==> src/rtl/sync_tracker.sv <==
// Receive-side SVGA sync tracker: measures incoming hsync/vsync timing, regenerates
// position counters aligned to the sync leading edges and reports lock / loss of signal.
module sync_tracker #(
   parameter int CNT_W       = 16,
   parameter int LOCK_FRAMES = 2,
   parameter int H_TOL       = 1,
   parameter int TIMEOUT     = 4096
) (
   input  logic             clk,
   input  logic             nrst,
   input  logic             hsync_in,
   input  logic             vsync_in,
   output logic [CNT_W-1:0] hpos,
   output logic [CNT_W-1:0] vpos,
   output logic [CNT_W-1:0] line_period,
   output logic [CNT_W-1:0] hsync_width,
   output logic [CNT_W-1:0] frame_lines,
   output logic [CNT_W-1:0] vsync_lines,
   output logic             new_line,
   output logic             new_frame,
   output logic             locked,
   output logic             no_signal
);
   // state   | meaning
   // NOSIG   | no hsync edge seen within TIMEOUT clocks
   // ACQUIRE | edges present, counting consecutive matching frames
   // LOCKED  | LOCK_FRAMES matching frames seen, timing stable
   typedef enum logic [1:0] {NOSIG, ACQUIRE, LOCKED} state_t;

   state_t           state_q;
   logic [3:0]       match_cnt_q;
   logic             first_q, locked_q, no_signal_q;

   logic             h_s1_q, h_s2_q, h_d_q, v_s1_q, v_s2_q, v_d_q;
   logic             h_rise, h_fall, v_rise, v_fall;

   logic [CNT_W-1:0] hpos_q, hpos_d, vpos_q, vpos_d;
   logic [CNT_W-1:0] line_period_q, line_period_d, hsync_width_q, hsync_width_d;
   logic [CNT_W-1:0] frame_lines_q, frame_lines_d, vsync_lines_q, vsync_lines_d;
   logic [CNT_W-1:0] vs_cnt_q, vs_cnt_d;
   logic             new_line_q, new_line_d, new_frame_q, new_frame_d;
   logic             mm_flag_q, mm_flag_d;

   logic [CNT_W-1:0] period_new, period_diff;
   logic             line_mm, frame_match, timeout;

   function automatic logic [CNT_W-1:0] sat_inc(input logic [CNT_W-1:0] a);
      return (&a) ? a : a + CNT_W'(1);
   endfunction

   always_ff @(posedge clk or negedge nrst) begin
      if (!nrst) begin
         h_s1_q <= 1'b0;
         h_s2_q <= 1'b0;
         h_d_q  <= 1'b0;
         v_s1_q <= 1'b0;
         v_s2_q <= 1'b0;
         v_d_q  <= 1'b0;
      end else begin
         h_s1_q <= hsync_in;
         h_s2_q <= h_s1_q;
         h_d_q  <= h_s2_q;
         v_s1_q <= vsync_in;
         v_s2_q <= v_s1_q;
         v_d_q  <= v_s2_q;
      end
   end

   assign h_rise = h_s2_q & ~h_d_q;
   assign h_fall = ~h_s2_q & h_d_q;
   assign v_rise = v_s2_q & ~v_d_q;
   assign v_fall = ~v_s2_q & v_d_q;

   always_comb begin
      period_new    = sat_inc(hpos_q);
      period_diff   = (period_new > line_period_q) ? period_new - line_period_q
                                                   : line_period_q - period_new;
      line_mm       = h_rise && (period_diff > CNT_W'(H_TOL));

      hpos_d        = h_rise ? '0 : sat_inc(hpos_q);
      line_period_d = h_rise ? period_new : line_period_q;
      hsync_width_d = h_fall ? sat_inc(hpos_q) : hsync_width_q;

      vpos_d = vpos_q;
      if (v_rise)      vpos_d = '0;
      else if (h_rise) vpos_d = sat_inc(vpos_q);

      // a line whose hsync edge coincides with the vsync edge belongs to the closing frame
      frame_lines_d = frame_lines_q;
      if (v_rise) frame_lines_d = h_rise ? sat_inc(vpos_q) : vpos_q;

      vs_cnt_d = vs_cnt_q;
      if (v_rise)                vs_cnt_d = '0;
      else if (h_rise && v_s2_q) vs_cnt_d = sat_inc(vs_cnt_q);

      vsync_lines_d = vsync_lines_q;
      if (v_fall) vsync_lines_d = h_rise ? sat_inc(vs_cnt_q) : vs_cnt_q;

      mm_flag_d   = v_rise ? 1'b0 : (mm_flag_q | line_mm);
      new_line_d  = h_rise;
      new_frame_d = v_rise;

      frame_match = v_rise && !first_q && (frame_lines_d == frame_lines_q)
                    && !(mm_flag_q || line_mm);
      timeout     = !h_rise && (hpos_q >= CNT_W'(TIMEOUT - 1));
   end

   always_ff @(posedge clk or negedge nrst) begin
      if (!nrst) begin
         hpos_q        <= '0;
         vpos_q        <= '0;
         line_period_q <= '0;
         hsync_width_q <= '0;
         frame_lines_q <= '0;
         vsync_lines_q <= '0;
         vs_cnt_q      <= '0;
         new_line_q    <= 1'b0;
         new_frame_q   <= 1'b0;
         mm_flag_q     <= 1'b0;
      end else begin
         hpos_q        <= hpos_d;
         vpos_q        <= vpos_d;
         line_period_q <= line_period_d;
         hsync_width_q <= hsync_width_d;
         frame_lines_q <= frame_lines_d;
         vsync_lines_q <= vsync_lines_d;
         vs_cnt_q      <= vs_cnt_d;
         new_line_q    <= new_line_d;
         new_frame_q   <= new_frame_d;
         mm_flag_q     <= mm_flag_d;
      end
   end

   always_ff @(posedge clk or negedge nrst) begin
      if (!nrst) begin
         state_q     <= NOSIG;
         match_cnt_q <= '0;
         first_q     <= 1'b0;
         locked_q    <= 1'b0;
         no_signal_q <= 1'b1;
      end else if (timeout) begin
         state_q     <= NOSIG;
         match_cnt_q <= '0;
         locked_q    <= 1'b0;
         no_signal_q <= 1'b1;
      end else begin
         case (state_q)
            NOSIG: begin
               if (h_rise) begin
                  state_q     <= ACQUIRE;
                  no_signal_q <= 1'b0;
                  first_q     <= 1'b1;
                  match_cnt_q <= '0;
               end
            end
            ACQUIRE: begin
               if (v_rise) begin
                  first_q <= 1'b0;
                  if (!frame_match) begin
                     match_cnt_q <= '0;
                  end else if (match_cnt_q + 4'd1 == 4'(LOCK_FRAMES)) begin
                     match_cnt_q <= match_cnt_q + 4'd1;
                     state_q     <= LOCKED;
                     locked_q    <= 1'b1;
                  end else begin
                     match_cnt_q <= match_cnt_q + 4'd1;
                  end
               end
            end
            LOCKED: begin
               if (line_mm || (v_rise && !frame_match)) begin
                  state_q     <= ACQUIRE;
                  match_cnt_q <= '0;
                  locked_q    <= 1'b0;
               end
            end
            default: state_q <= NOSIG;
         endcase
      end
   end

   assign hpos        = hpos_q;
   assign vpos        = vpos_q;
   assign line_period = line_period_q;
   assign hsync_width = hsync_width_q;
   assign frame_lines = frame_lines_q;
   assign vsync_lines = vsync_lines_q;
   assign new_line    = new_line_q;
   assign new_frame   = new_frame_q;
   assign locked      = locked_q;
   assign no_signal   = no_signal_q;
endmodule

==> config.mk <==
export PLATFORM = sky130hd
export DESIGN_NAME = sync_tracker
export DESIGN_NICKNAME = d
export VERILOG_FILES = /design/src/rtl/sync_tracker.sv
export SDC_FILE = /design/constraint.sdc
export NUM_CORES = 1
export LEC_CHECK = 0
export ABC_CLOCK_PERIOD_IN_PS = 9850
export BUFFER_PORTS_ARGS = -buffer_cell sky130_fd_sc_hd__buf_2
export CORE_ASPECT_RATIO = 1.4
export CORE_UTILIZATION = 45
export DETAILED_ROUTE_END_ITERATION = 6
export PLACE_DENSITY_LB_ADDON = 0.2
export RECOVER_POWER = 50
export REMOVE_ABC_BUFFERS = 1
export SYNTH_ARGS = -nofsm -noshare
export SYNTH_HDL_FRONTEND = slang
export SYNTH_SLANG_ARGS = --single-unit
==> constraint.sdc <==
create_clock -name clk -period 9.85 [get_ports clk]
set_input_delay 0.985 -clock clk [delete_from_list [all_inputs] [get_ports clk]]
set_output_delay 0.985 -clock clk [all_outputs]
set_load 0.02 [all_outputs]
==> impl_metrics.py <==
metrics = {
    "global_route": {
        "grt_start_max_net_pins": 70,
        "grt_pass1_wl_microns": 36100,
        "grtUsageTotal_pct": 24.6,
        "antenna_found_initial": 0,
        "grt_pass1_vias": 7212,
        "grt_overflow": 0,
    },
    "critical_path": {
        "slowest_delay_ps": 2470,
        "reg2regPathDepth": 21,
        "cpMostUsedCell": "clkbuf_1",
        "critical_path.top_delay_family": "buffers and inverters",
        "arrival_ps": 5970,
        "crit_path_top_delay_cell": "clkbuf_1",
        "cp-start-kind": "primary input",
        "crit_path_cell_trace": "clkbuf_1, clkbuf_1",
        "critPathBufInv": 2,
        "critPathKind": "in -> async",
        "cp.depth": 2,
        "cp_max_fo": 69,
        "cp.required_ps": 9660,
        "crit_path_end_kind": "async pin",
    },
    "yosys": {
        "synth_most_common_cell": "dfrtp_1",
        "synth.distinct_cells": 82,
        "synth_top_area_share_pct": 39.2,
        "synth_top_flop_cell": "dfrtp_1",
        "synth_enable_flop_cells": 0,
        "ys_ff_latch": 130,
        "ys_warn_count": 0,
        "ys_top_cells_by_area": "dfrtp_1, o21ai_0, nand2_1",
        "syn_inst": 969,
        "syn_area_sq_mm": 0.00824,
        "yosysTopAreaCell": "dfrtp_1",
        "postSynthAreaPerCell_sq_um": 8.50,
        "synth_common_cells": "dfrtp_1, nand2_1, o21ai_0",
        "async_flop_share_pct": 100,
        "ys_seq_area_share_pct": 39.5,
    },
    "timing": {
        "finalHoldViolations": 0,
        "final.min_clock_period_ps": 6160,
        "max_freq_mhz": 162,
        "whs_ps": 348,
        "drv_slew": 173,
        "tightest_slew_ps": 3560,
        "slew-limit-headroom_pct": -137,
        "skew_ps": 9.52,
        "setup_ws_ps": 3690,
        "setup_viol": 0,
        "grt_setup_unrepaired": "false",
        "finalCritPeriodShare_pct": 62.5,
        "fin_tns_setup_ps": 0,
    },
    "clocking": {
        "cts_buffers": 17,
        "cts_tree": "built",
        "ctsHoldBuffers": 0,
        "numClockSinks": 130,
        "clock_latency_ps": 430,
        "post_cts_resize_count": 0,
        "clk_path_buf_depth": 2,
        "post_cts_buffers": 0,
        "clockRootBuffer": "clkbuf_16",
        "clk_pin_slew_worst_paths_ps": 60,
        "htreeDepth": 4,
    },
    "power_and_ir_drop": {
        "p_leak_nw": 4.29,
        "ir_drop_uv": 125,
        "power_density_mw_per_mm2": 205,
    },
    "floorplan": {
        "ios": 104,
        "die-area_sq_mm": 0.0189,
        "initial_utilization_pct": 46.0,
        "dieWidth_microns": 116,
        "coreArea_sq_mm": 0.0179,
        "die_h_microns": 162,
        "row_count": 58,
    },
    "layout": {
        "area_growth_pct": 13.8,
        "nNetsFinal": 1094,
        "n_fill_cell": 1753,
        "layout-drive-gt1-share_pct": 9.48,
        "antennaDiodeCount": 0,
    },
    "detailed_routing": {
        "drc": 0,
        "routed_wl_microns": 21800,
        "final_antenna_net_count": 0,
        "drt-initial-drc-count": 331,
        "wl_per_cell_microns": 16.7,
        "dr.pass1.iters": 5,
        "via_count": 7304,
        "vias_per_cell": 5.60,
    },
    "place": {
        "place_ws_ps": 3830,
        "io_buffers": 103,
        "dp_hpwl_microns": 16000,
        "gp_congestion": 0.974,
    },
    "hold_path": {
        "hold_depth": 0,
        "holdCritPathClass": "reg -> reg",
    },
    "job": {
        "drv_cap": 3,
    },
    "outcome": {
        "violations": "capacitance limit, slew limit",
        "status": "finished, violations left",
    },
}
==> metrics by stage <==
step                      std cells  total power [mW]  area [sq um]  utilization [%]
after floorplan                 925              1.12          8040                -
after global placement         1273              1.31          8900             49.7
after detailed placement       1273              1.31          8900             49.7
after CTS                      1305              1.94          9480             52.9
after global routing           1305              2.04          9380             52.3
final                          1305              1.92          9380             52.3
==> metal layers <==
metal  vias to the layer above  global-route usage, %  wire, microns  share of wire [%]
li1                       3603                      -              -                  -
met1                      3444                   29.3           8840                 41
met2                       204                   42.1          11200                 51
met3                        53                   4.29            882                4.0
met4                         0                   12.3            867                4.0
met5                         -                      0              0                  0
==> cell families (layout without fill, tap and decap cells) <==
family                   after synthesis  count (layout)  share of synthesized area, %
AND/OR/NAND/NOR                      383             383                          22.9
AO/OA/AOI/OAI                        257             257                          19.5
flip-flops                           130             130                          39.5
buffers and inverters                 96             192                          4.75
XOR/XNOR                              50              50                          5.50
adder cells (fa/ha/maj)               38              38                          5.95
multiplexers                          15              15                          1.91
==> state kept, by name, indices dropped and copies added (netlist names), 4 cells and up <==
register     flops
vsync_lines     16
hpos            16
hsync_width     16
vs_cnt_q        16
match_cnt_q      4
line_period     16
vpos            16
frame_lines     16
==> layout by cell type, fill, tap and decap left out, types with 5 or more instances in the layout <==
master      Yosys  layout
a2111oi_0       5       5
a211oi_1        8       8
a21o_1         12      12
a21oi_1        40      40
a31oi_1        10      10
and2_1          5       5
and3_1         10      10
and4_1          6       6
buf_2           1      34
clkbuf_1       36      71
clkbuf_16       0      17
clkinvlp_4      0       5
dfrtp_1       129     129
ha_1           36      36
inv_1          51      51
inv_6           0       7
mux2_2          6       6
mux2i_1         9       9
nand2_1       127     127
nand2b_1       12      11
nand3_1        36      36
nand4_1        17      17
nor2_1         92      92
nor2b_1         5       5
nor3_1         14      14
nor4_1         13      13
o21a_1          6       6
o21ai_0       117     117
o21bai_1        6       6
o31ai_1         7       7
or2_2           9       9
xnor2_1        19      19
xor2_1         30      30
==> final cells by class <==
type	instances	area, sq um	share of cell area [%]
well taps	240	300	3.20
flip-flops and latches	130	3250	34.7
repair buffers	108	459	4.90
clock buffers	17	425	4.54
multi-input cells	743	4590	49.0
clock inverters	15	146	1.56
inverters	52	195	2.08
==> power breakdown <==
part | switching, mW | internal [mW] | total [mW]
clock network | 0.264 | 0.353 | 0.617
registers | 0.0364 | 0.563 | 0.600
logic | 0.428 | 0.276 | 0.704
total | 0.728 | 1.19 | 1.92
==> final timing paths <==
check,slack (ps),from,to
worst min register to register,350,v_s1_q,v_s2_q
worst max register to register,3750,hpos[5],state_q[0]
min in group asynchronous,1770,nrst,line_period[12]
max in group clk,3750,hpos[5],state_q[0]
worst min-delay path,350,v_s1_q,v_s2_q
worst max-delay path,3690,nrst,line_period[2]
==> worst register-to-register path, delay by kind of cell (launching register included) <==
family	cells	cell delay, ps
buf+inv	1	90
flops	1	410
compound gates	5	1200
xor+xnor	2	520
simple gates	12	3310
fa+ha+maj	1	470
No activity file was read; power rests on OpenSTA's default activity.
